### config.mk
export PLATFORM = sky130hd
export DESIGN_NAME = enc_spi_seq
export DESIGN_NICKNAME = d
export VERILOG_FILES = /design/src/rtl/enc_spi_seq.sv
export SDC_FILE = /design/constraint.sdc
export NUM_CORES = 1
export LEC_CHECK = 0
export ABC_CLOCK_PERIOD_IN_PS = 2400
export BUFFER_PORTS_ARGS = -buffer_cell sky130_fd_sc_hd__buf_2
export CAP_MARGIN = 20
export CORE_UTILIZATION = 58
export CTS_CLUSTER_DIAMETER = 120
export DETAILED_ROUTE_END_ITERATION = 7
export HOLD_SLACK_MARGIN = 0.12
export PLACE_DENSITY = 0.81
export SYNTH_ARGS = -nofsm -noshare
export SYNTH_HDL_FRONTEND = slang
export SYNTH_SLANG_ARGS = --single-unit
### constraint.sdc
create_clock -name clk_clk -period 2.4 [get_ports clk_clk]
set_input_delay 0.48 -clock clk_clk [delete_from_list [all_inputs] [get_ports clk_clk]]
set_output_delay 0.48 -clock clk_clk [all_outputs]
set_load 0.05 [all_outputs]
### src/rtl/enc_spi_seq.sv
// enc_spi_seq -- command sequencer for an ENC28J60 SPI master (mode 0).
//
// Accepts one command (opcode, address, data byte, optional dummy byte). It
// frames the command on the SPI bus and reports the last MISO byte it captured.
//
// Ports:
//   clk_clk, reset_reset_n      clock, asynchronous active-low reset
//   cmd_valid/cmd_ready         command handshake (ready only in IDLE)
//   cmd_op/addr/wdata/dummy     command fields, latched on acceptance
//   rsp_valid, rsp_rdata        one-cycle completion pulse, last MISO byte
//   busy                        high whenever not IDLE
//   enc_spi_SCLK/MOSI/SS_n/MISO SPI pins
//
// Parameter CLK_DIV: SCLK half-period in clk_clk cycles (1..255).
module enc_spi_seq #(
  parameter int unsigned CLK_DIV = 4
) (
  input  logic       clk_clk,
  input  logic       reset_reset_n,
  input  logic       cmd_valid,
  output logic       cmd_ready,
  input  logic [2:0] cmd_op,
  input  logic [4:0] cmd_addr,
  input  logic [7:0] cmd_wdata,
  input  logic       cmd_dummy,
  output logic       rsp_valid,
  output logic [7:0] rsp_rdata,
  output logic       busy,
  output logic       enc_spi_SCLK,
  output logic       enc_spi_MOSI,
  output logic       enc_spi_SS_n,
  input  logic       enc_spi_MISO
);

  localparam logic [7:0] DIV_LAST = 8'(CLK_DIV - 1);
  localparam logic [7:0] DIV_HOLD = 8'(CLK_DIV);

  typedef enum logic [2:0] {
    S_IDLE,
    S_CS_SETUP,
    S_SHIFT,
    S_CS_HOLD,
    S_CS_GAP
  } state_e;

  state_e      state_q, state_d;
  logic [7:0]  div_q, div_d;
  logic [4:0]  bit_q, bit_d;
  logic [4:0]  nbits_q, nbits_d;
  logic        phase_q, phase_d;   // SHIFT: 0 = SCLK low half, 1 = high half
  logic [23:0] tx_q, tx_d;         // MOSI always driven from bit 23
  logic [7:0]  rx_q, rx_d;
  logic [7:0]  rdata_q, rdata_d;
  logic        rsp_valid_q, rsp_valid_d;

  always_ff @(posedge clk_clk or negedge reset_reset_n) begin
    if (!reset_reset_n) begin
      state_q     <= S_IDLE;
      div_q       <= '0;
      bit_q       <= '0;
      nbits_q     <= '0;
      phase_q     <= 1'b0;
      tx_q        <= '0;
      rx_q        <= '0;
      rdata_q     <= '0;
      rsp_valid_q <= 1'b0;
    end else begin
      state_q     <= state_d;
      div_q       <= div_d;
      bit_q       <= bit_d;
      nbits_q     <= nbits_d;
      phase_q     <= phase_d;
      tx_q        <= tx_d;
      rx_q        <= rx_d;
      rdata_q     <= rdata_d;
      rsp_valid_q <= rsp_valid_d;
    end
  end

  always_comb begin
    state_d     = state_q;
    div_d       = div_q;
    bit_d       = bit_q;
    nbits_d     = nbits_q;
    phase_d     = phase_q;
    tx_d        = tx_q;
    rx_d        = rx_q;
    rdata_d     = rdata_q;
    rsp_valid_d = 1'b0;

    unique case (state_q)
      S_IDLE: begin
        if (cmd_valid) begin
          state_d = S_CS_SETUP;
          div_d   = '0;
          if (cmd_op == 3'b111) begin
            tx_d    = {cmd_op, cmd_addr, 16'h0000};
            nbits_d = 5'd8;
          end else if (cmd_dummy) begin
            tx_d    = {cmd_op, cmd_addr, 8'h00, cmd_wdata};
            nbits_d = 5'd24;
          end else begin
            tx_d    = {cmd_op, cmd_addr, cmd_wdata, 8'h00};
            nbits_d = 5'd16;
          end
        end
      end

      S_CS_SETUP: begin
        if (div_q == DIV_LAST) begin
          state_d = S_SHIFT;
          div_d   = '0;
          phase_d = 1'b0;
          bit_d   = '0;
        end else begin
          div_d = div_q + 8'd1;
        end
      end

      S_SHIFT: begin
        if (div_q == DIV_LAST) begin
          div_d = '0;
          if (!phase_q) begin
            // SCLK rises on this edge: capture MISO here.
            phase_d = 1'b1;
            rx_d    = {rx_q[6:0], enc_spi_MISO};
          end else begin
            phase_d = 1'b0;
            if (bit_q == nbits_q - 5'd1) begin
              state_d = S_CS_HOLD;
            end else begin
              bit_d = bit_q + 5'd1;
              tx_d  = {tx_q[22:0], 1'b0};
            end
          end
        end else begin
          div_d = div_q + 8'd1;
        end
      end

      // Hold lasts CLK_DIV+1 cycles so acceptance-to-response latency is
      // (2N+2)*CLK_DIV+1 with the response registered on the exit edge.
      S_CS_HOLD: begin
        if (div_q == DIV_HOLD) begin
          state_d     = S_CS_GAP;
          div_d       = '0;
          phase_d     = 1'b0;
          rsp_valid_d = 1'b1;
          rdata_d     = rx_q;
        end else begin
          div_d = div_q + 8'd1;
        end
      end

      // Gap counts two CLK_DIV halves so the 8-bit divider never wraps.
      S_CS_GAP: begin
        if (div_q == DIV_LAST) begin
          div_d = '0;
          if (phase_q) begin
            state_d = S_IDLE;
            phase_d = 1'b0;
          end else begin
            phase_d = 1'b1;
          end
        end else begin
          div_d = div_q + 8'd1;
        end
      end

      default: state_d = S_IDLE;
    endcase
  end

  assign cmd_ready    = (state_q == S_IDLE);
  assign busy         = (state_q != S_IDLE);
  assign rsp_valid    = rsp_valid_q;
  assign rsp_rdata    = rdata_q;
  assign enc_spi_SS_n = (state_q == S_IDLE) || (state_q == S_CS_GAP);
  assign enc_spi_SCLK = (state_q == S_SHIFT) && phase_q;
  assign enc_spi_MOSI = ((state_q == S_CS_SETUP) || (state_q == S_SHIFT)) && tx_q[23];

endmodule
Word level (Yosys, flattened, before mapping)
Index checks and enable logic that the tools add are counted.

$add $sub $neg: 3. Equal/unequal tests: 18. Multiplexer cells: 34. Bitwise gates (word level): 1. Reduce and logical (&&, ||, !) cells: 20.

Operators by type and width (count): 24-bit 2-to-1 mux (4); 24-bit case mux with 2 select lines (1); 16-bit 2-to-1 mux (2); 5-bit 2-to-1 mux (5); 3-bit 2-to-1 mux (8); 8-bit 2-to-1 mux (3); 8-bit case mux with 3 select lines (1); 2-bit != test, second input constant (9); 3-bit case mux with 5 select lines (1); 5-bit case mux with 2 select lines (1); 5-bit AND reduction (2); 3-bit nonzero test (3); 8-bit by 1-bit adder with 8-bit output, second input constant (1); 8-bit by 2-bit equality test with 1-bit output, second input constant (1); 8-bit by 3-bit equality test with 1-bit output, second input constant (1); 8-bit AND reduction (1); 3-bit by 2-bit equality test with 1-bit output, second input constant (2); 3-bit equality test, second input constant (2); 1-bit 2-to-1 mux (6); 2-bit AND reduction (3); 5-bit by 1-bit adder with 5-bit output, second input constant (1); 5-bit equality test (1); 5-bit by 1-bit subtractor with 5-bit output, second input constant (1); 4-bit 2-to-1 mux (1); 12 further kinds (15).

Register bits: 63. Input port bits: 21. Word-level logic and storage cells: 85.

Logic depth before layout (Yosys ltp)
Gate-level depths: netlist of run 1.

Depth in word-level cells: 6. Gate-level depth with buffers: 7. Gate-level depth less buffers: 6.

Worst setup path before layout of run 1
Ideal clock, no wire load.

Path type: flip-flop to flip-flop. Start point: register state_q[1]. End point: register state_q[0]. Setup time: 122 ps. Data arrival time: 2056 ps. Data required time: 2278 ps. Setup slack: 223 ps. Stages on the path, launching flop included: 8. Path buffers: 2. Clock period less this slack: 2177 ps. Cell sequence: dfrtp_1 > buf_2 > clkbuf_1 > nor2_1 > nand2_1 > o21ai_0 > a32oi_1 > a32o_1.

Cells in the longest elaborated chain, start to end: 3. Elaborated cells between the ends (all ways): 15.

RTL lines: start, declared (line 46) `state_e state_q, state_d;`; start signal, assigned (line 68) `state_q <= state_d;`; 3-bit by 2-bit equality test with 1-bit output, or another cell as far along (line 91) `unique case (state_q)`; 2-bit != test (no source line); 8-bit AND reduction (no source line).

Several ways; a longest one is shown, not always the timed one. A chain may end at the register's enable or synchronous reset.

Final worst setup path of run 1
Start point: register state_q[1]. End point: output cmd_ready.

Cells in the longest elaborated chain, start to end: 1.

RTL lines: 3-bit logical NOT (line 174) `assign cmd_ready = (state_q == S_IDLE);`; end, declared (line 21) `output logic cmd_ready,`.

No other way between the ends.

==> results of run 1 <==
sequential cells by signal, indices dropped and copies added (netlist names):
name,flops
bit_q,5
nbits_q,2
state_q,3
div_q,8
rx_q,8
rsp_rdata,8
rsp_valid,1
phase_q,1
tx_q,24
synth_stat cells, types with 2 or more instances:
master	instances	area share, %
nand3_1	5	0.80
clkbuf_1	3	0.36
o21a_1	4	0.96
mux2i_1	5	1.6
o2bb2ai_1	3	0.84
xnor2_1	2	0.56
or2_2	2	0.40
nor3b_1	4	0.96
buf_2	4	0.64
nand2b_1	2	0.40
and2_1	2	0.40
o21ai_0	9	1.4
a31oi_1	2	0.40
inv_1	7	0.84
ha_1	3	1.2
a22o_1	15	4.2
dfrtp_1	60	48
buf_12	2	1.3
nand2_1	15	1.8
nor2_1	9	1.1
or3_1	2	0.40
nor3_1	10	1.6
nor2b_1	3	0.60
and3_1	7	1.4
o22ai_1	2	0.40
mux2_2	29	10
a21oi_1	7	1.1
mux2_4	19	9.1
a21o_1	2	0.48
power by group through the flow:
stage | clock network, mW | logic, mW | registers (mW)
after floorplan | 0 | 1.62 | 1.50
after global placement | 0 | 1.85 | 1.54
after detailed placement | 0 | 1.90 | 1.56
after CTS | 0.967 | 1.92 | 1.55
after global routing | 1.00 | 2.06 | 1.59
final | 0.949 | 1.91 | 1.55
worst max-delay path, delay by kind of cell, from the launching register on:
family / cells / cell delay (ps)
buffers and inverters: 3 / 540
DFF: 1 / 470
and+or+nand+nor: 1 / 480
cell usage in the layout, fill, tap and decap left out, drive strengths merged, types with 2 or more instances in the layout:
cell type and count:
xnor2 2, mux2i 5, and3 7, nand3 5, inv 7, a22o 15, nor2b 3, ha 3
buf 42, bufinv 2, clkinv 2, or2 3, clkbuf 10, or3 2, o22ai 2, mux2 48
dfrtp 60, a31oi 2, a21o 2, nor2 11, and2 2, a21oi 7, nand2b 2, o2bb2ai 3
nor3 10, nor3b 4, a211o 2, nand2 15, o21a 4, o21ai 9
worst max-delay path by stage:
stage	end	slack, ps	cells past startpoint
2_1_floorplan	state_q[0]$_DFFE_PN0P_	220	7
3_3_place_gp	tx_q[7]$_DFFE_PN0P_	260	6
3_5_place_dp	tx_q[6]$_DFFE_PN0P_	210	6
4_1_cts	cmd_ready	80	4
5_1_grt	cmd_ready	20	4
6_report	cmd_ready	100	4
layer usage:
metal  routed length [um]  track usage [%]  vias up
li1                     -                -     1038
met1                 2744            32.17     1018
met2                 2815            35.42       50
met3                  236            3.571       12
met4                  111            11.32        0
met5                    0                0        -
cell families after synthesis:
logic type	Yosys count	share of synthesized area, %
simple gates	68	12.32
fa+ha+maj	3	1.204
flops	60	48.15
mux	53	21.23
xor+xnor	3	0.8429
buf+inv	19	3.852
compound gates	53	12.40
metrics by stage:
step	hold slack (ps)	power, mW
floorplan	184.4	3.122
CTS	144.0	4.432
global route	199.8	4.657
detailed placement	490.1	3.466
finish	137.6	4.403
global placement	486.4	3.394
final cells by class:
| class | count | area (um^2) |
|---|---|---|
| fillers | 422 | 1563 |
| flip-flops and latches | 60 | 1501 |
| multi-input cells | 180 | 1501 |
| clock inverters | 5 | 77.57 |
| clock buffers | 10 | 127.6 |
| repair buffers | 42 | 255.2 |
| inverters | 7 | 26.28 |
| well taps | 70 | 87.58 |
==> metrics.yaml, run 1 <==
clocking:
  htreeDepth: 3
  clock_sinks: 60
  cts-resized-gates: 0
  clock_path_buffers: 2
  clk_latency_ps: 340
  cts_tree: "yes"
  post-cts-setup-buffers: 0
  cts_buffers: 9
  clkTransAtPathRegs_ps: 60
  cts-root-buf: "clkbuf_8"
  ctsHoldBuffers: 0
synthesis:
  ys_warn_count: 0
  synth-edff-count: 0
  yosysUniqueCellTypes: 49
  postSynth.asyncResetShare_pct: 100.0
  syn-cell-area_mm2: 0.003118
  synthesis.nets: 283
  synth-main-ff-cell: "dfrtp_1"
  syn_area_per_cell_um2: 12.04
  yosysSeqAreaShare_pct: 48.15
  synth_cells: 259
  synth_seq_cells: 60
detailed_routing:
  via_per_inst: 5.663
  final_antenna_net_count: 0
  drc: 0
  drtIter0Drc: 131
  wirelength_um: 5907
  drtPass1Iterations: 5
  route.vias.total: 2118
  wl_per_cell_um: 15.79
pwr:
  powerDensity_mw_per_mm2: 1231
  p_sw_mw: 1.608
  p_leak_nw: 1.758
  switching_share_pct: 36.53
  p_clk_share_pct: 21.6
  p_int_mw: 2.795
  p_seq_share_pct: 35.2
  power_frac_comb_pct: 43.3
  ir_drop_uv: 718.5
global_route:
  antenna_found_initial: 0
  grt_pass1_vias: 2047
  grt_usage_pct: 23.05
  grt_remaining_overflow: 0
  grt_start_max_net_pins: 28
  grt_first_pass_wirelength_um: 9639
sta:
  slew_headroom_pct: 61.65
  period_needed_ps: 2303
  fin_tns_setup_ps: 0
  finalSetupViolCount: 0
  rsz0062_at_grt: "no"
  skew_ps: 6.560
  max_freq_mhz: 434.2
  maxSlewViolCount: 0
  fin_crit_sh_pct: 95.95
  setup_ws_ps: 97.11
  worstMarginPinSlew_ps: 575.3
  hold_violations: 0
critical_path:
  r2r_slack_ps: 190
  crit-reg2reg-launch: "div_q[0]$_DFFE_PN0P_"
  r2r_cells: 6
  start_kind: "flip-flop"
  worst_path_max_delay_cell: "or3_1"
  crit_chain: "buf_4, or3_1, inv_1, buf_2"
  critPathMaxFanout: 11
  worstSetupPathType: "reg -> out"
  cp.required_ps: 1920
  crit_start: "state_q[1]$_DFFE_PN0P_"
  worstReg2RegEnd: "tx_q[6]$_DFFE_PN0P_"
  slowest_delay_ps: 480
  worstPathArrival_ps: 1820
  cp-end-kind: "output pin"
final_layout:
  final_layout_size_suffix_gt1_share_pct: 37.17
  fin_cells: 374
  fin_area_mm2: 0.003577
  final_util_pct: 69.60
  antenna_cells: 0
  syn2layout_area_growth_pct: 14.73
  nNetsFinal: 324
outcome:
  status: "completed"
place:
  hpwl_um: 4144
  dp_slack_ps: 208.8
  dp_cells: 359
  portBuffers: 34
  post_dp_cell_area_mm2: 0.003372
  place_congestion: 0.8422
floorplan:
  fp.dieArea_mm2: 0.005673
  core-area_mm2: 0.005140
  ios: 35
  fp-row-count: 26
  die_y_um: 75.32
  initial_utilization_pct: 60.66
  die_w_um: 75.32
run:
  maxCapViolCount: 0
min_path:
  hold_class: "in -> async"
Note: power is estimated with default switching activity, not from simulation.
==> run 2: changes to the inputs <==
--- a/config.mk
+++ b/config.mk
@@ -8,11 +8,11 @@
 export ABC_CLOCK_PERIOD_IN_PS = 2400
 export BUFFER_PORTS_ARGS = -buffer_cell sky130_fd_sc_hd__buf_2
 export CAP_MARGIN = 20
-export CORE_UTILIZATION = 58
+export CORE_UTILIZATION = 50
 export CTS_CLUSTER_DIAMETER = 120
 export DETAILED_ROUTE_END_ITERATION = 7
 export HOLD_SLACK_MARGIN = 0.12
-export PLACE_DENSITY = 0.81
+export PLACE_DENSITY = 0.72
 export SYNTH_ARGS = -nofsm -noshare
 export SYNTH_HDL_FRONTEND = slang
 export SYNTH_SLANG_ARGS = --single-unit
==> run 2 against run 1 <==
Compared with the run above: register-to-register slack better by 30 ps; highest routed layer unchanged; utilization down 9.0 points; die area up 16%; clock power up 7%; final area up 0.87%; clock skew up 2.8 ps; final cell count up 1.9%; count of clock-buffer cells in the layout down 1.
==> metrics.yaml, run 2 (synthesis gave the netlist of run 1 again) <==
critical_path:
  worstPathArrival_ps: 1820
  worstReg2RegEnd: "rsp_rdata[3]$_DFFE_PN0P_"
  start_kind: "flip-flop"
  crit-reg2reg-launch: "div_q[3]$_DFFE_PN0P_"
  r2r_cells: 5
  r2r_slack_ps: 220
  cp-end-kind: "output pin"
  critPathMaxFanout: 11
  cp.required_ps: 1920
  worstSetupPathType: "reg -> out"
clocking:
  cts-resized-gates: 0
  ctsHoldBuffers: 0
  clock_path_buffers: 2
  htreeDepth: 3
  clk_latency_ps: 340
  cts_tree: "yes"
  cts_buffers: 9
  clkTransAtPathRegs_ps: 70
  post-cts-setup-buffers: 0
  cts-root-buf: "clkbuf_8"
  clock_sinks: 60
detailed_routing:
  via_per_inst: 5.656
  final_antenna_net_count: 0
  drtPass1Iterations: 4
  drtIter0Drc: 153
  drc: 0
  wl_per_cell_um: 15.33
  wirelength_um: 5841
  route.vias.total: 2155
pwr:
  p_leak_nw: 1.773
  ir_drop_uv: 727.3
  power.total_mw: 4.453
  powerDensity_mw_per_mm2: 1234
sta:
  holdWs_ps: 138.7
  hold_violations: 0
  skew_ps: 9.371
  maxSlewViolCount: 0
  fin_crit_sh_pct: 95.66
  period_needed_ps: 2296
  fin_tns_setup_ps: 0
  finalSetupViolCount: 0
  setup_ws_ps: 104.2
  max_freq_mhz: 435.6
  slew_headroom_pct: 60.45
  worstMarginPinSlew_ps: 593.3
  rsz0062_at_grt: "no"
run:
  maxCapViolCount: 0
global_route:
  grt_pass1_vias: 2043
  grt_remaining_overflow: 0
  grt_start_max_net_pins: 36
  grt_usage_pct: 19.51
  antenna_found_initial: 0
  grt_first_pass_wirelength_um: 9515
place:
  dp_slack_ps: 218.1
  post_dp_cell_area_mm2: 0.003386
  place_congestion: 0.7949
  portBuffers: 34
  dp_cells: 365
  hpwl_um: 4081
floorplan:
  die_y_um: 80.97
  ios: 35
  fp-row-count: 28
  fp.dieArea_mm2: 0.006556
  core-area_mm2: 0.005956
  initial_utilization_pct: 52.35
  die_w_um: 80.97
final_layout:
  final_cell_mix: "60 x dfrtp_1, 34 x buf_2, 29 x mux2_2"
  fin_area_mm2: 0.003608
  fin_cells: 381
  syn2layout_area_growth_pct: 15.73
  nNetsFinal: 325
  largest_reg_flops: 24
  antenna_cells: 0
  final_common_cell: "dfrtp_1"
  final_util_pct: 60.59
  final_layout_size_suffix_gt1_share_pct: 37.91
  regMostFlops: "tx_q"
outcome:
  status: "completed"
min_path:
  hold_class: "in -> async"
==> run 2: worst max-delay path, stage by stage, from the launching register on <==
cell and delay, ps:
dfrtp_1 570, nor3b_2 360, and2_1 250, buf_2 290
==> run 2: layer usage <==
metal  up-vias  routed length, um  part of all wire, %  global-route usage [%]
met4         0                135                  2.3                   10.00
met3        14                180                  3.1                   4.157
met2        48               2744                   47                   29.33
li1       1037                  -                    -                       -
met1      1056               2781                   48                   26.50
met5         -                  0                    0                       0
==> run 2: layout make-up <==
type                       count  area [um^2]
clock inverter                 7        98.84
inverter                       7        26.28
tap                           75        93.84
fill                         509         2347
timing repair buffer          43        262.8
sequential                    60         1501
clock buffer                   9        123.9
multi-input combinational    180         1501
==> run 2: worst max-delay path by stage <==
stage                            from                       end  slack, ps
2_1_floorplan  state_q[1]$_DFFE_PN0P_    state_q[0]$_DFFE_PN0P_        220
6_report       state_q[1]$_DFFE_PN0P_              enc_spi_SCLK        100
4_1_cts        state_q[1]$_DFFE_PN0P_              enc_spi_SCLK        100
3_5_place_dp     div_q[3]$_DFFE_PN0P_  rsp_rdata[4]$_DFFE_PN0P_        220
3_3_place_gp     div_q[0]$_DFFE_PN0P_       tx_q[7]$_DFFE_PN0P_        260
5_1_grt        state_q[1]$_DFFE_PN0P_              enc_spi_SCLK         30
==> run 2: where the power goes <==
| group | leakage [nW] | switching [mW] | internal, mW |
|---|---|---|---|
| Clock | 0.110 | 0.427 | 0.589 |
| Sequential | 0.782 | 0.216 | 1.30 |
| Combinational | 0.880 | 1.00 | 0.915 |
